`src/rtl/axictrl_arb_ctrl_if.sv`:
```
// Bus bundle between the crossbar datapath and the ownership controller.
// slave: controller side (requests/handshakes in, grants/indices out); master: driver side.
interface axictrl_arb_ctrl_if #(
    parameter int MST_TOTAL = 4,
    parameter int SLV_TOTAL = 4,
    parameter int ADDR_BITS = 48,
    parameter int MIDX_W    = $clog2(MST_TOTAL + 1),
    parameter int SIDX_W    = $clog2(SLV_TOTAL + 1)
);
    logic [SLV_TOTAL*ADDR_BITS-1:0] i_slv_base;
    logic [SLV_TOTAL*ADDR_BITS-1:0] i_slv_mask;
    logic [MST_TOTAL-1:0]           i_ar_valid;
    logic [MST_TOTAL*ADDR_BITS-1:0] i_ar_addr;
    logic                           i_ar_hs;
    logic                           i_r_last_hs;
    logic [MST_TOTAL-1:0]           i_aw_valid;
    logic [MST_TOTAL*ADDR_BITS-1:0] i_aw_addr;
    logic                           i_aw_hs;
    logic                           i_w_last_hs;
    logic                           i_b_hs;
    logic [MST_TOTAL-1:0]           o_ar_grant;
    logic [MIDX_W-1:0]              o_r_midx;
    logic [SIDX_W-1:0]              o_r_sidx;
    logic                           o_r_busy;
    logic [MST_TOTAL-1:0]           o_aw_grant;
    logic [MIDX_W-1:0]              o_w_midx;
    logic [SIDX_W-1:0]              o_w_sidx;
    logic                           o_w_busy;
    logic                           o_wlast_allow;
    logic [MIDX_W-1:0]              o_b_midx;
    logic [SIDX_W-1:0]              o_b_sidx;
    logic                           o_b_busy;

    modport slave (
        input  i_slv_base, i_slv_mask,
        input  i_ar_valid, i_ar_addr, i_ar_hs, i_r_last_hs,
        input  i_aw_valid, i_aw_addr, i_aw_hs, i_w_last_hs, i_b_hs,
        output o_ar_grant, o_r_midx, o_r_sidx, o_r_busy,
        output o_aw_grant, o_w_midx, o_w_sidx, o_w_busy,
        output o_wlast_allow, o_b_midx, o_b_sidx, o_b_busy
    );

    modport master (
        output i_slv_base, i_slv_mask,
        output i_ar_valid, i_ar_addr, i_ar_hs, i_r_last_hs,
        output i_aw_valid, i_aw_addr, i_aw_hs, i_w_last_hs, i_b_hs,
        input  o_ar_grant, o_r_midx, o_r_sidx, o_r_busy,
        input  o_aw_grant, o_w_midx, o_w_sidx, o_w_busy,
        input  o_wlast_allow, o_b_midx, o_b_sidx, o_b_busy
    );
endinterface

```
`src/rtl/axictrl_arb_ctrl.sv`:
```
// Channel-ownership controller for the bus0 crossbar: AR/AW arbitration, slave decode, B slot.
// Ports: i_clk, i_rst (async, active-high), bus (axictrl_arb_ctrl_if.slave).
module axictrl_arb_ctrl #(
    parameter int MST_TOTAL = 4,
    parameter int SLV_TOTAL = 4,
    parameter int ADDR_BITS = 48,
    parameter bit RR_EN     = 1'b1,
    parameter int MIDX_W    = $clog2(MST_TOTAL + 1),
    parameter int SIDX_W    = $clog2(SLV_TOTAL + 1)
) (
    input  logic               i_clk,
    input  logic               i_rst,
    axictrl_arb_ctrl_if.slave  bus
);
    localparam logic [1:0] IDLE = 2'd0;
    localparam logic [1:0] ADDR = 2'd1;
    localparam logic [1:0] DATA = 2'd2;

    localparam logic [MIDX_W-1:0] MIDX_IDLE = MIDX_W'(MST_TOTAL);
    localparam logic [SIDX_W-1:0] SIDX_IDLE = SIDX_W'(SLV_TOTAL);
    localparam logic [MIDX_W-1:0] PTR_INIT  = MIDX_W'(MST_TOTAL - 1);

    // Lowest matching slave wins, so scan from the top down.
    function automatic logic [SIDX_W-1:0] decode(
        input logic [ADDR_BITS-1:0]           addr,
        input logic [SLV_TOTAL*ADDR_BITS-1:0] base,
        input logic [SLV_TOTAL*ADDR_BITS-1:0] mask
    );
        logic [SIDX_W-1:0]    sel;
        logic [ADDR_BITS-1:0] b;
        logic [ADDR_BITS-1:0] m;
        sel = SIDX_IDLE;
        for (int s = SLV_TOTAL - 1; s >= 0; s--) begin
            b = base[s*ADDR_BITS +: ADDR_BITS];
            m = mask[s*ADDR_BITS +: ADDR_BITS];
            if ((addr & m) == (b & m))
                sel = SIDX_W'(s);
        end
        return sel;
    endfunction

    // Round-robin scans ptr+1 .. ptr (mod MST_TOTAL); fixed mode scans 0 upward.
    function automatic logic [MIDX_W-1:0] arbitrate(
        input logic [MST_TOTAL-1:0] req,
        input logic [MIDX_W-1:0]    ptr
    );
        logic [MIDX_W-1:0]    win;
        logic                 found;
        logic [MST_TOTAL-1:0] sh;
        int                   idx;
        win   = MIDX_IDLE;
        found = 1'b0;
        for (int k = 1; k <= MST_TOTAL; k++) begin
            if (RR_EN) begin
                idx = int'(ptr) + k;
                if (idx >= MST_TOTAL)
                    idx = idx - MST_TOTAL;
            end else begin
                idx = k - 1;
            end
            sh = req >> idx;
            if (!found && sh[0]) begin
                found = 1'b1;
                win   = MIDX_W'(idx);
            end
        end
        return win;
    endfunction

    function automatic logic [ADDR_BITS-1:0] pick_addr(
        input logic [MST_TOTAL*ADDR_BITS-1:0] addrs,
        input logic [MIDX_W-1:0]              idx
    );
        return ADDR_BITS'(addrs >> (int'(idx) * ADDR_BITS));
    endfunction

    logic [1:0]        r_state, w_state;
    logic [MIDX_W-1:0] r_midx, w_midx, b_midx;
    logic [SIDX_W-1:0] r_sidx, w_sidx, b_sidx;
    logic              r_busy, w_busy, b_busy;
    logic [MIDX_W-1:0] r_ptr, w_ptr;

    logic [MIDX_W-1:0] ar_win, aw_win;
    logic [SIDX_W-1:0] ar_dec, aw_dec;
    logic              wlast_allow;
    logic              w_done;

    always_comb begin
        ar_win = arbitrate(bus.i_ar_valid, r_ptr);
        aw_win = arbitrate(bus.i_aw_valid, w_ptr);
        ar_dec = decode(pick_addr(bus.i_ar_addr, ar_win),
                        bus.i_slv_base, bus.i_slv_mask);
        aw_dec = decode(pick_addr(bus.i_aw_addr, aw_win),
                        bus.i_slv_base, bus.i_slv_mask);
    end

    // The final W beat may only go once the B slot is free or freeing now.
    assign wlast_allow = (w_state == DATA) && (!b_busy || bus.i_b_hs);
    assign w_done      = (w_state == DATA) && bus.i_w_last_hs && wlast_allow;

    always_ff @(posedge i_clk or posedge i_rst) begin
        if (i_rst) begin
            r_state <= IDLE;
            r_midx  <= MIDX_IDLE;
            r_sidx  <= SIDX_IDLE;
            r_busy  <= 1'b0;
            r_ptr   <= PTR_INIT;
        end else begin
            case (r_state)
                IDLE: if (|bus.i_ar_valid) begin
                    r_midx  <= ar_win;
                    r_sidx  <= ar_dec;
                    r_busy  <= 1'b1;
                    r_state <= ADDR;
                end
                ADDR: if (bus.i_ar_hs) r_state <= DATA;
                DATA: if (bus.i_r_last_hs) begin
                    r_state <= IDLE;
                    r_midx  <= MIDX_IDLE;
                    r_sidx  <= SIDX_IDLE;
                    r_busy  <= 1'b0;
                    r_ptr   <= r_midx;
                end
                default: r_state <= IDLE;
            endcase
        end
    end

    always_ff @(posedge i_clk or posedge i_rst) begin
        if (i_rst) begin
            w_state <= IDLE;
            w_midx  <= MIDX_IDLE;
            w_sidx  <= SIDX_IDLE;
            w_busy  <= 1'b0;
            w_ptr   <= PTR_INIT;
        end else begin
            case (w_state)
                IDLE: if (|bus.i_aw_valid) begin
                    w_midx  <= aw_win;
                    w_sidx  <= aw_dec;
                    w_busy  <= 1'b1;
                    w_state <= ADDR;
                end
                ADDR: if (bus.i_aw_hs) w_state <= DATA;
                DATA: if (w_done) begin
                    w_state <= IDLE;
                    w_midx  <= MIDX_IDLE;
                    w_sidx  <= SIDX_IDLE;
                    w_busy  <= 1'b0;
                    w_ptr   <= w_midx;
                end
                default: w_state <= IDLE;
            endcase
        end
    end

    // A same-cycle hand-off from the write path outranks the B release.
    always_ff @(posedge i_clk or posedge i_rst) begin
        if (i_rst) begin
            b_midx <= MIDX_IDLE;
            b_sidx <= SIDX_IDLE;
            b_busy <= 1'b0;
        end else if (w_done) begin
            b_midx <= w_midx;
            b_sidx <= w_sidx;
            b_busy <= 1'b1;
        end else if (b_busy && bus.i_b_hs) begin
            b_midx <= MIDX_IDLE;
            b_sidx <= SIDX_IDLE;
            b_busy <= 1'b0;
        end
    end

    always_comb begin
        bus.o_ar_grant = '0;
        bus.o_aw_grant = '0;
        for (int m = 0; m < MST_TOTAL; m++) begin
            if (r_state == ADDR && r_midx == MIDX_W'(m))
                bus.o_ar_grant[m] = 1'b1;
            if (w_state == ADDR && w_midx == MIDX_W'(m))
                bus.o_aw_grant[m] = 1'b1;
        end
    end

    assign bus.o_r_midx      = r_midx;
    assign bus.o_r_sidx      = r_sidx;
    assign bus.o_r_busy      = r_busy;
    assign bus.o_w_midx      = w_midx;
    assign bus.o_w_sidx      = w_sidx;
    assign bus.o_w_busy      = w_busy;
    assign bus.o_wlast_allow = wlast_allow;
    assign bus.o_b_midx      = b_midx;
    assign bus.o_b_sidx      = b_sidx;
    assign bus.o_b_busy      = b_busy;

    // Final W beat while the B slot is still occupied is a protocol error.
    wlast_proto_a: assert property (
        @(posedge i_clk) disable iff (i_rst)
        !((w_state == DATA) && bus.i_w_last_hs && !wlast_allow)
    );
endmodule

```
`src/flat_wrapper.sv`:
```
// flat-port wrapper written by rule: the top's interface ports become plain ports
module axictrl_arb_ctrl_flat 
#(
    parameter int MST_TOTAL = 4,
    parameter int SLV_TOTAL = 4,
    parameter int ADDR_BITS = 48,
    parameter bit RR_EN     = 1'b1,
    parameter int MIDX_W    = $clog2(MST_TOTAL + 1),
    parameter int SIDX_W    = $clog2(SLV_TOTAL + 1)
)
  (i_clk, i_rst, bus_i_slv_base, bus_i_slv_mask, bus_i_ar_valid, bus_i_ar_addr, bus_i_ar_hs, bus_i_r_last_hs, bus_i_aw_valid, bus_i_aw_addr, bus_i_aw_hs, bus_i_w_last_hs, bus_i_b_hs, bus_o_ar_grant, bus_o_r_midx, bus_o_r_sidx, bus_o_r_busy, bus_o_aw_grant, bus_o_w_midx, bus_o_w_sidx, bus_o_w_busy, bus_o_wlast_allow, bus_o_b_midx, bus_o_b_sidx, bus_o_b_busy);
  axictrl_arb_ctrl_if #(.MST_TOTAL(MST_TOTAL), .SLV_TOTAL(SLV_TOTAL), .ADDR_BITS(ADDR_BITS), .MIDX_W(MIDX_W), .SIDX_W(SIDX_W)) bus_i ();
  input  logic i_clk;
  input  logic i_rst;
  input wire logic [$bits(bus_i.i_slv_base)-1:0] bus_i_slv_base;
  input wire logic [$bits(bus_i.i_slv_mask)-1:0] bus_i_slv_mask;
  input wire logic [$bits(bus_i.i_ar_valid)-1:0] bus_i_ar_valid;
  input wire logic [$bits(bus_i.i_ar_addr)-1:0] bus_i_ar_addr;
  input wire logic [$bits(bus_i.i_ar_hs)-1:0] bus_i_ar_hs;
  input wire logic [$bits(bus_i.i_r_last_hs)-1:0] bus_i_r_last_hs;
  input wire logic [$bits(bus_i.i_aw_valid)-1:0] bus_i_aw_valid;
  input wire logic [$bits(bus_i.i_aw_addr)-1:0] bus_i_aw_addr;
  input wire logic [$bits(bus_i.i_aw_hs)-1:0] bus_i_aw_hs;
  input wire logic [$bits(bus_i.i_w_last_hs)-1:0] bus_i_w_last_hs;
  input wire logic [$bits(bus_i.i_b_hs)-1:0] bus_i_b_hs;
  output wire logic [$bits(bus_i.o_ar_grant)-1:0] bus_o_ar_grant;
  output wire logic [$bits(bus_i.o_r_midx)-1:0] bus_o_r_midx;
  output wire logic [$bits(bus_i.o_r_sidx)-1:0] bus_o_r_sidx;
  output wire logic [$bits(bus_i.o_r_busy)-1:0] bus_o_r_busy;
  output wire logic [$bits(bus_i.o_aw_grant)-1:0] bus_o_aw_grant;
  output wire logic [$bits(bus_i.o_w_midx)-1:0] bus_o_w_midx;
  output wire logic [$bits(bus_i.o_w_sidx)-1:0] bus_o_w_sidx;
  output wire logic [$bits(bus_i.o_w_busy)-1:0] bus_o_w_busy;
  output wire logic [$bits(bus_i.o_wlast_allow)-1:0] bus_o_wlast_allow;
  output wire logic [$bits(bus_i.o_b_midx)-1:0] bus_o_b_midx;
  output wire logic [$bits(bus_i.o_b_sidx)-1:0] bus_o_b_sidx;
  output wire logic [$bits(bus_i.o_b_busy)-1:0] bus_o_b_busy;
  assign bus_i.i_slv_base = bus_i_slv_base;
  assign bus_i.i_slv_mask = bus_i_slv_mask;
  assign bus_i.i_ar_valid = bus_i_ar_valid;
  assign bus_i.i_ar_addr = bus_i_ar_addr;
  assign bus_i.i_ar_hs = bus_i_ar_hs;
  assign bus_i.i_r_last_hs = bus_i_r_last_hs;
  assign bus_i.i_aw_valid = bus_i_aw_valid;
  assign bus_i.i_aw_addr = bus_i_aw_addr;
  assign bus_i.i_aw_hs = bus_i_aw_hs;
  assign bus_i.i_w_last_hs = bus_i_w_last_hs;
  assign bus_i.i_b_hs = bus_i_b_hs;
  assign bus_o_ar_grant = bus_i.o_ar_grant;
  assign bus_o_r_midx = bus_i.o_r_midx;
  assign bus_o_r_sidx = bus_i.o_r_sidx;
  assign bus_o_r_busy = bus_i.o_r_busy;
  assign bus_o_aw_grant = bus_i.o_aw_grant;
  assign bus_o_w_midx = bus_i.o_w_midx;
  assign bus_o_w_sidx = bus_i.o_w_sidx;
  assign bus_o_w_busy = bus_i.o_w_busy;
  assign bus_o_wlast_allow = bus_i.o_wlast_allow;
  assign bus_o_b_midx = bus_i.o_b_midx;
  assign bus_o_b_sidx = bus_i.o_b_sidx;
  assign bus_o_b_busy = bus_i.o_b_busy;
  axictrl_arb_ctrl #(.MST_TOTAL(MST_TOTAL), .SLV_TOTAL(SLV_TOTAL), .ADDR_BITS(ADDR_BITS), .RR_EN(RR_EN), .MIDX_W(MIDX_W), .SIDX_W(SIDX_W)) u_core (.i_clk(i_clk), .i_rst(i_rst), .bus(bus_i));
endmodule
```
`config.mk`:
```
export PLATFORM = sky130hd
export DESIGN_NAME = axictrl_arb_ctrl_flat
export DESIGN_NICKNAME = d
export VERILOG_FILES = /design/src/rtl/axictrl_arb_ctrl_if.sv /design/src/rtl/axictrl_arb_ctrl.sv /design/src/flat_wrapper.sv
export SDC_FILE = /design/constraint.sdc
export NUM_CORES = 1
export LEC_CHECK = 0
export ABC_AREA = 1
export BUFFER_PORTS_ARGS = -buffer_cell sky130_fd_sc_hd__buf_2
export CAP_MARGIN = 15
export CELL_PAD_IN_SITES_DETAIL_PLACEMENT = 1
export CELL_PAD_IN_SITES_GLOBAL_PLACEMENT = 1
export CORE_AREA = 10 10 308 310
export DETAILED_ROUTE_END_ITERATION = 8
export DIE_AREA = 0 0 318 320
export GPL_TIMING_DRIVEN = 1
export PLACE_DENSITY_LB_ADDON = 0.1
export REMOVE_ABC_BUFFERS = 1
export SYNTH_ARGS = -nofsm -noshare
export SYNTH_HDL_FRONTEND = slang
export SYNTH_SLANG_ARGS = --single-unit
export TNS_END_PERCENT = 20
```
`constraint.sdc`:
```
create_clock -name i_clk -period 3.77 [get_ports i_clk]
set_clock_uncertainty 0.05 [all_clocks]
set_input_delay 0.1885 -clock i_clk [delete_from_list [all_inputs] [get_ports i_clk]]
set_output_delay 0.1885 -clock i_clk [all_outputs]
set_load 0.1 [all_outputs]
```
==> run_results.csv, run 1 <==
group,metric,value,unit
critical_path,worstSetupStartpointType,"register",
timing,setup_violations,0,
critical_path,cpMostUsedCell,"nand2_1",
timing,holdWs,56.5,ps
synthesis,syn_area,15300,um2
cts,clk_path_buf_depth,2,
synthesis,synth-seq-cells,31,
placed_design,place_ws,-570,ps
synthesis,ys.flop_type,"dfrtp_1",
detailed_routing,wl_per_cell,24.5,um
critical_path,end_kind,"register",
final_layout,finalNetCount,5279,
timing,tightestPinTransition,620,ps
global_route,grtUsageMet2,45.2,%
detailed_routing,drc_errors,0,
synthesis,netlist-cell-type-count,39,
outcome,status,"complete, no violations",
global_route,grt_max_degree,45,
critical_path,rrSetupSlack,10,ps
cts,cts_sinks,31,
synthesis,postSynthAreaPerCell,4.47,um2
die,coreArea,88200,um2
timing,hold_viol,0,
synthesis,synth_fa_ha_area_share,0.327,%
synthesis,yosysWarnings,0,
critical_path,cp_top_family,"simple AND/OR/NAND/NOR gates",
timing,slew_viol_final,0,
placed_design,portBuffers,812,
final_layout,post-route-util,29.4,%
die,die_x,318,um
critical_path,setup.worst_path.class,"reg2reg",
die,start_util,17.4,%
cts,cts-buffers-inserted,5,
final_layout,area_growth_syn_to_layout,69.4,%
synthesis,synth_mux_area_share,0,%
final_layout,fillers,12100,
synthesis,synth_top_family_by_area,"simple AND/OR/NAND/NOR gates",
cts,cts_tree,"yes",
global_route,gr-usage-met3,5.41,%
timing,fmax,0.266,GHz
critical_path,arrival,3930,ps
detailed_routing,dr.pass1.iters,5,
die,ioPinCount,813,
global_route,top_usage_layer,"met2",
die,die_area,102000,um2
die,rows,109,
critical_path,slowest_delay,570,ps
synthesis,synth_compound_area_share,4.51,%
critical_path,cp_slowest_cell,"dfstp_2",
critical_path,crit_buf_inv,6,
timing,period_share,99.7,%
cts,cts_root_buf,"clkbuf_16",
placed_design,routabilityCongestion,0.911,
placed_design,dp_hpwl,119000,um
detailed_routing,first_iter_violations,1469,
detailed_routing,wirelength,140000,um
detailed_routing,ant_nets,0,
run,cap_violations,0,
cts,cts_htree_levels,2,
critical_path,cp_max_fo,10,
global_route,grt_pass1_wl,192000,um
global_route,grt_util_all_layers,25.5,%
synthesis,async_flop_share,100,%
timing,slew_headroom,58.5,%
synthesis,synth_edf_count,0,
global_route,grt_pass1_vias,27300,
synthesis,synth_xor_area_share,0,%
global_route,overflow,0,
synthesis,ys_seq_area_share,5.14,%
hold_path,hold_path.class,"in2reg",
timing,rsz0062_at_grt,"true",
synthesis,yosys.area_share.simple,75.4,%
timing,timing.final.ws_setup,10.2,ps
detailed_routing,vias,26400,
synthesis,syn_inst,3427,
global_route,grt_antenna_before_repair,81,
cts,clkLatencyLatePin,290,ps
critical_path,cp.required,3940,ps
die,die_h,320,um
final_layout,drive_gt1_share,36.0,%
detailed_routing,vias_per_cell,4.64,
global_route,gr-usage-met1,30.7,%
timing,period_minus_slack,3760,ps
cts,clk_pin_slew,60,ps
placed cells by master, fill, tap and decap left out, types with 41 or more instances in the layout:
cell and instances:
nand2_4 41, buf_2 812, nand3_1 475, nand3b_1 49
nand2_2 213, o21ai_1 46, inv_1 398, buf_4 270
nand2_1 1502, nand4_1 141, o21ai_0 58, buf_12 43
nor2_2 46, nor2_1 152
cell type report:
cell class,instances,area (um2),share of cell area [%]
multi-input combinational,2853,13800,53.2
timing repair buffer,1191,8050,31.0
inverter,410,1580,6.09
tap,1165,1460,5.61
sequential,31,788,3.04
clock buffer,6,139,0.535
antenna,37,92.6,0.357
clock inverter,2,35.0,0.135
synth_stat cells, drive strengths merged, types with 2 or more instances:
master	number	area [um2]
nor2	224	843
inv	410	1540
nor4	9	56.3
nand2	1757	6650
dfrtp	21	526
o22ai	4	25.0
buf	97	559
nand3	527	2690
o21ai	113	577
a21oi	7	35.0
nor3	3	15.0
ha	4	50.1
clkbuf	36	135
a22o	2	17.5
nand4	142	895
dfstp	10	263
nand3b	50	379
and2	4	25.0
metal layers:
metal | vias to the layer above | wire length, um
met5 | - | 299
met4 | 50 | 3340
met3 | 152 | 8650
met2 | 792 | 69100
met1 | 12400 | 58400
li1 | 13000 | -
flip-flops by register name (all words and copies together) (netlist names):
signal and flops:
u_core.bus.o_b_sidx 3, u_core.bus.o_w_busy 1, u_core.bus.o_w_midx 3, u_core.r_state 2, u_core.bus.o_b_midx 3, u_core.w_ptr 3, u_core.w_state 2, u_core.bus.o_b_busy 1
u_core.bus.o_r_midx 3, u_core.bus.o_r_busy 1, u_core.r_ptr 3, u_core.bus.o_w_sidx 3, u_core.bus.o_r_sidx 3
repair_timing:
| item | CTS | global route |
|---|---|---|
| hold buffers | 1 | 0 |
| resized for setup | 242 | 306 |
| setup endpoints to repair | 6 | 6 |
| gates cloned | 11 | 7 |
| pin swaps | 60 | 179 |
| hold endpoints to repair | 21 | 0 |
| setup buffers | 33 | 19 |
stage by stage:
stage / cells / cell area [um2] / setup TNS, ps
floorplan: 3294 / 14600 / -47090
detailed placement: 5586 / 23000 / -2810
global placement: 5586 / 23000 / -2650
finish: 5695 / 26000 / 0
global route: 5683 / 25900 / -1010
CTS: 5638 / 24600 / -11.3
final timing paths:
path / from / to / cells past startpoint
max in group asynchronous: i_rst / u_core.w_ptr[1] / 4
worst max-delay path: u_core.w_ptr[0] / u_core.bus.o_w_sidx[2] / 27
worst min register to register: u_core.bus.o_w_busy / u_core.bus.o_w_busy / 2
min in group asynchronous: i_rst / u_core.r_state[0] / 4
worst max register to register: u_core.w_ptr[0] / u_core.bus.o_w_sidx[2] / 27
worst min-delay path: bus_i_aw_hs / u_core.w_state[0] / 2
cells by family (layout without fill, tap and decap cells):
logic type                 Yosys count  in the layout
adders and majority gates            4              4
buffers and inverters              543           1609
and+or+nand+nor                   2718           2718
AOI/OAI and AO/OA                  131            131
other                                0             37
DFF                                 31             31
worst register-to-register path: cells and delay by family (launching register included):
family	cells	cell delay (ps)
flip-flops	1	570
AO/OA/AOI/OAI	2	180
adder cells (fa/ha/maj)	1	270
AND/OR/NAND/NOR	18	1850
buffers and inverters	6	780
Power of run 1 is left out: the tool's default activity adds up to more than one toggle a clock period on the data nets, which glitch-free logic cannot reach.
==> run 2, diff against run 1 <==
CELL_PAD_IN_SITES_DETAIL_PLACEMENT = 0   (was 1)
SETUP_SLACK_MARGIN = 0.2   (was default)
==> run 2 against run 1 <==
  * Critical path depth increased by 4
  * Highest routed layer unchanged
  * Die area is the same
  * Design area grew 0.52%
  * Non-clock buffer count is 17 higher
  * Sequential share of layout area hardly changed
  * Via count fell by 0.50%
  * Global-route usage fell by 0.35 points
  * Largest cell class unchanged
==> run_results.csv, run 2 (synthesis results as in run 1) <==
group,metric,value,unit
outcome,status,"complete, no violations",
global_route,grt_max_degree,45,
global_route,grt_pass1_vias,26200,
cts,clk_pin_slew,60,ps
detailed_routing,first_iter_violations,2136,
critical_path,slowest_delay,580,ps
placed_design,portBuffers,812,
global_route,grt_antenna_before_repair,71,
die,rows,109,
die,die_h,320,um
timing,period_share,99.9,%
timing,tightestPinTransition,656,ps
final_layout,finalInstanceArea,26100,um2
timing,hold_viol,0,
global_route,grt_util_all_layers,25.2,%
run,cap_violations,0,
critical_path,cp.required,3940,ps
die,ioPinCount,813,
die,coreArea,88200,um2
critical_path,end_kind,"register",
cts,cts_sinks,31,
placed_design,dp_hpwl,116000,um
timing,fmax,0.266,GHz
cts,cts-buffers-inserted,5,
hold_path,hold_path.class,"in2reg",
timing,slew_headroom,56.1,%
detailed_routing,vias_per_cell,4.61,
detailed_routing,wl_per_cell,24.1,um
global_route,grt_pass1_wl,188000,um
critical_path,cp_max_fo,6,
die,die_x,318,um
timing,slew_viol_final,0,
timing,rsz0062_at_grt,"true",
detailed_routing,drc_errors,0,
cts,clk_path_buf_depth,2,
placed_design,routabilityCongestion,0.911,
critical_path,setup.worst_path.class,"reg2reg",
final_layout,drive_gt1_share,36.0,%
final_layout,area_growth_syn_to_layout,70.3,%
die,die_area,102000,um2
critical_path,worstSetupStartpointType,"register",
detailed_routing,wirelength,137000,um
detailed_routing,vias,26300,
critical_path,cp_slowest_cell,"dfstp_2",
cts,cts_htree_levels,2,
critical_path,cpMostUsedCell,"nand2_2",
detailed_routing,dr.pass1.iters,6,
cts,clkLatencyLatePin,290,ps
placed_design,placed_cell_area,23000,um2
final_layout,final_cell_mix,"nand2_1 (1510), buf_2 (813), nand3_1 (472)",
final_layout,final_common_cell,"nand2_1",
die,start_util,17.4,%
cts,cts_root_buf,"clkbuf_16",
timing,setup_violations,0,
timing,period_minus_slack,3770,ps
detailed_routing,ant_nets,0,
critical_path,arrival,3940,ps
final_layout,finalNetCount,5296,
global_route,overflow,0,
cts,cts_tree,"yes",
## run 2: metal layers
layer  part of all wire, %  up-vias  GRT usage [%]  wire [um]
li1                      -    13000              -          -
met1                    42    12200           31.0      58200
met2                    50      892           45.6      68200
met3                   5.9      160           4.28       8060
met4                   1.9       36           4.33       2620
met5                  0.18        -              0        249
## run 2: layout make-up
class                           instances  area (um2)
Antenna cell                           32        80.1
Tap cell                             1165        1460
Clock inverter                          2        35.0
Timing Repair Buffer                 1208        8300
Clock buffer                            6         139
Multi-Input combinational cell       2853       13700
Sequential cell                        31         788
Fill cell                           10600       62100
Inverter                              410        1580
## run 2: final timing paths
| path | depth (start not counted) | slack (ps) | start | endpoint |
|---|---|---|---|---|
| worst max-delay path | 31 | 5 | u_core.w_ptr[0] | u_core.bus.o_w_sidx[2] |
| worst min-delay path | 2 | 50 | bus_i_r_last_hs | u_core.r_state[1] |
| worst max register to register | 31 | 5 | u_core.w_ptr[0] | u_core.bus.o_w_sidx[2] |
| worst min register to register | 2 | 440 | u_core.bus.o_w_busy | u_core.bus.o_w_busy |
| max in group asynchronous | 4 | 2790 | i_rst | u_core.bus.o_r_sidx[2] |
| min in group asynchronous | 4 | 510 | i_rst | u_core.bus.o_b_busy |
## run 2: metrics by stage
step	util [%]	worst slack [ps]	hold WS, ps	std cells	TNS, ps
after detailed placement	26.0	-550	285	5586	-2690
after floorplan	-	-9260	235	3294	-47090
after global placement	26.0	-546	279	5586	-2650
after global routing	29.6	-202	49.3	5697	-1030
final	29.6	4.66	49.4	5707	0
after CTS	28.5	69.6	38.5	5652	0
## run 2: worst max-delay path: cells and delay by family (launching register included)
kind | cells | cell delay [ps]
buffers and inverters | 10 | 1140
flip-flops | 1 | 580
adder cells (fa/ha/maj) | 1 | 270
AND/OR/NAND/NOR | 20 | 1620
## run 2: timing repair
item                                    in CTS  in global routing
hold buffers                                 1                  0
gates cloned                                16                  6
pin swaps                                  113                 84
setup buffers                               41                 17
resized for setup                          378                163
endpoints found under the setup margin       6                  6
endpoints found under the hold margin       21                  0
Power of run 2 is left out for the same reason.
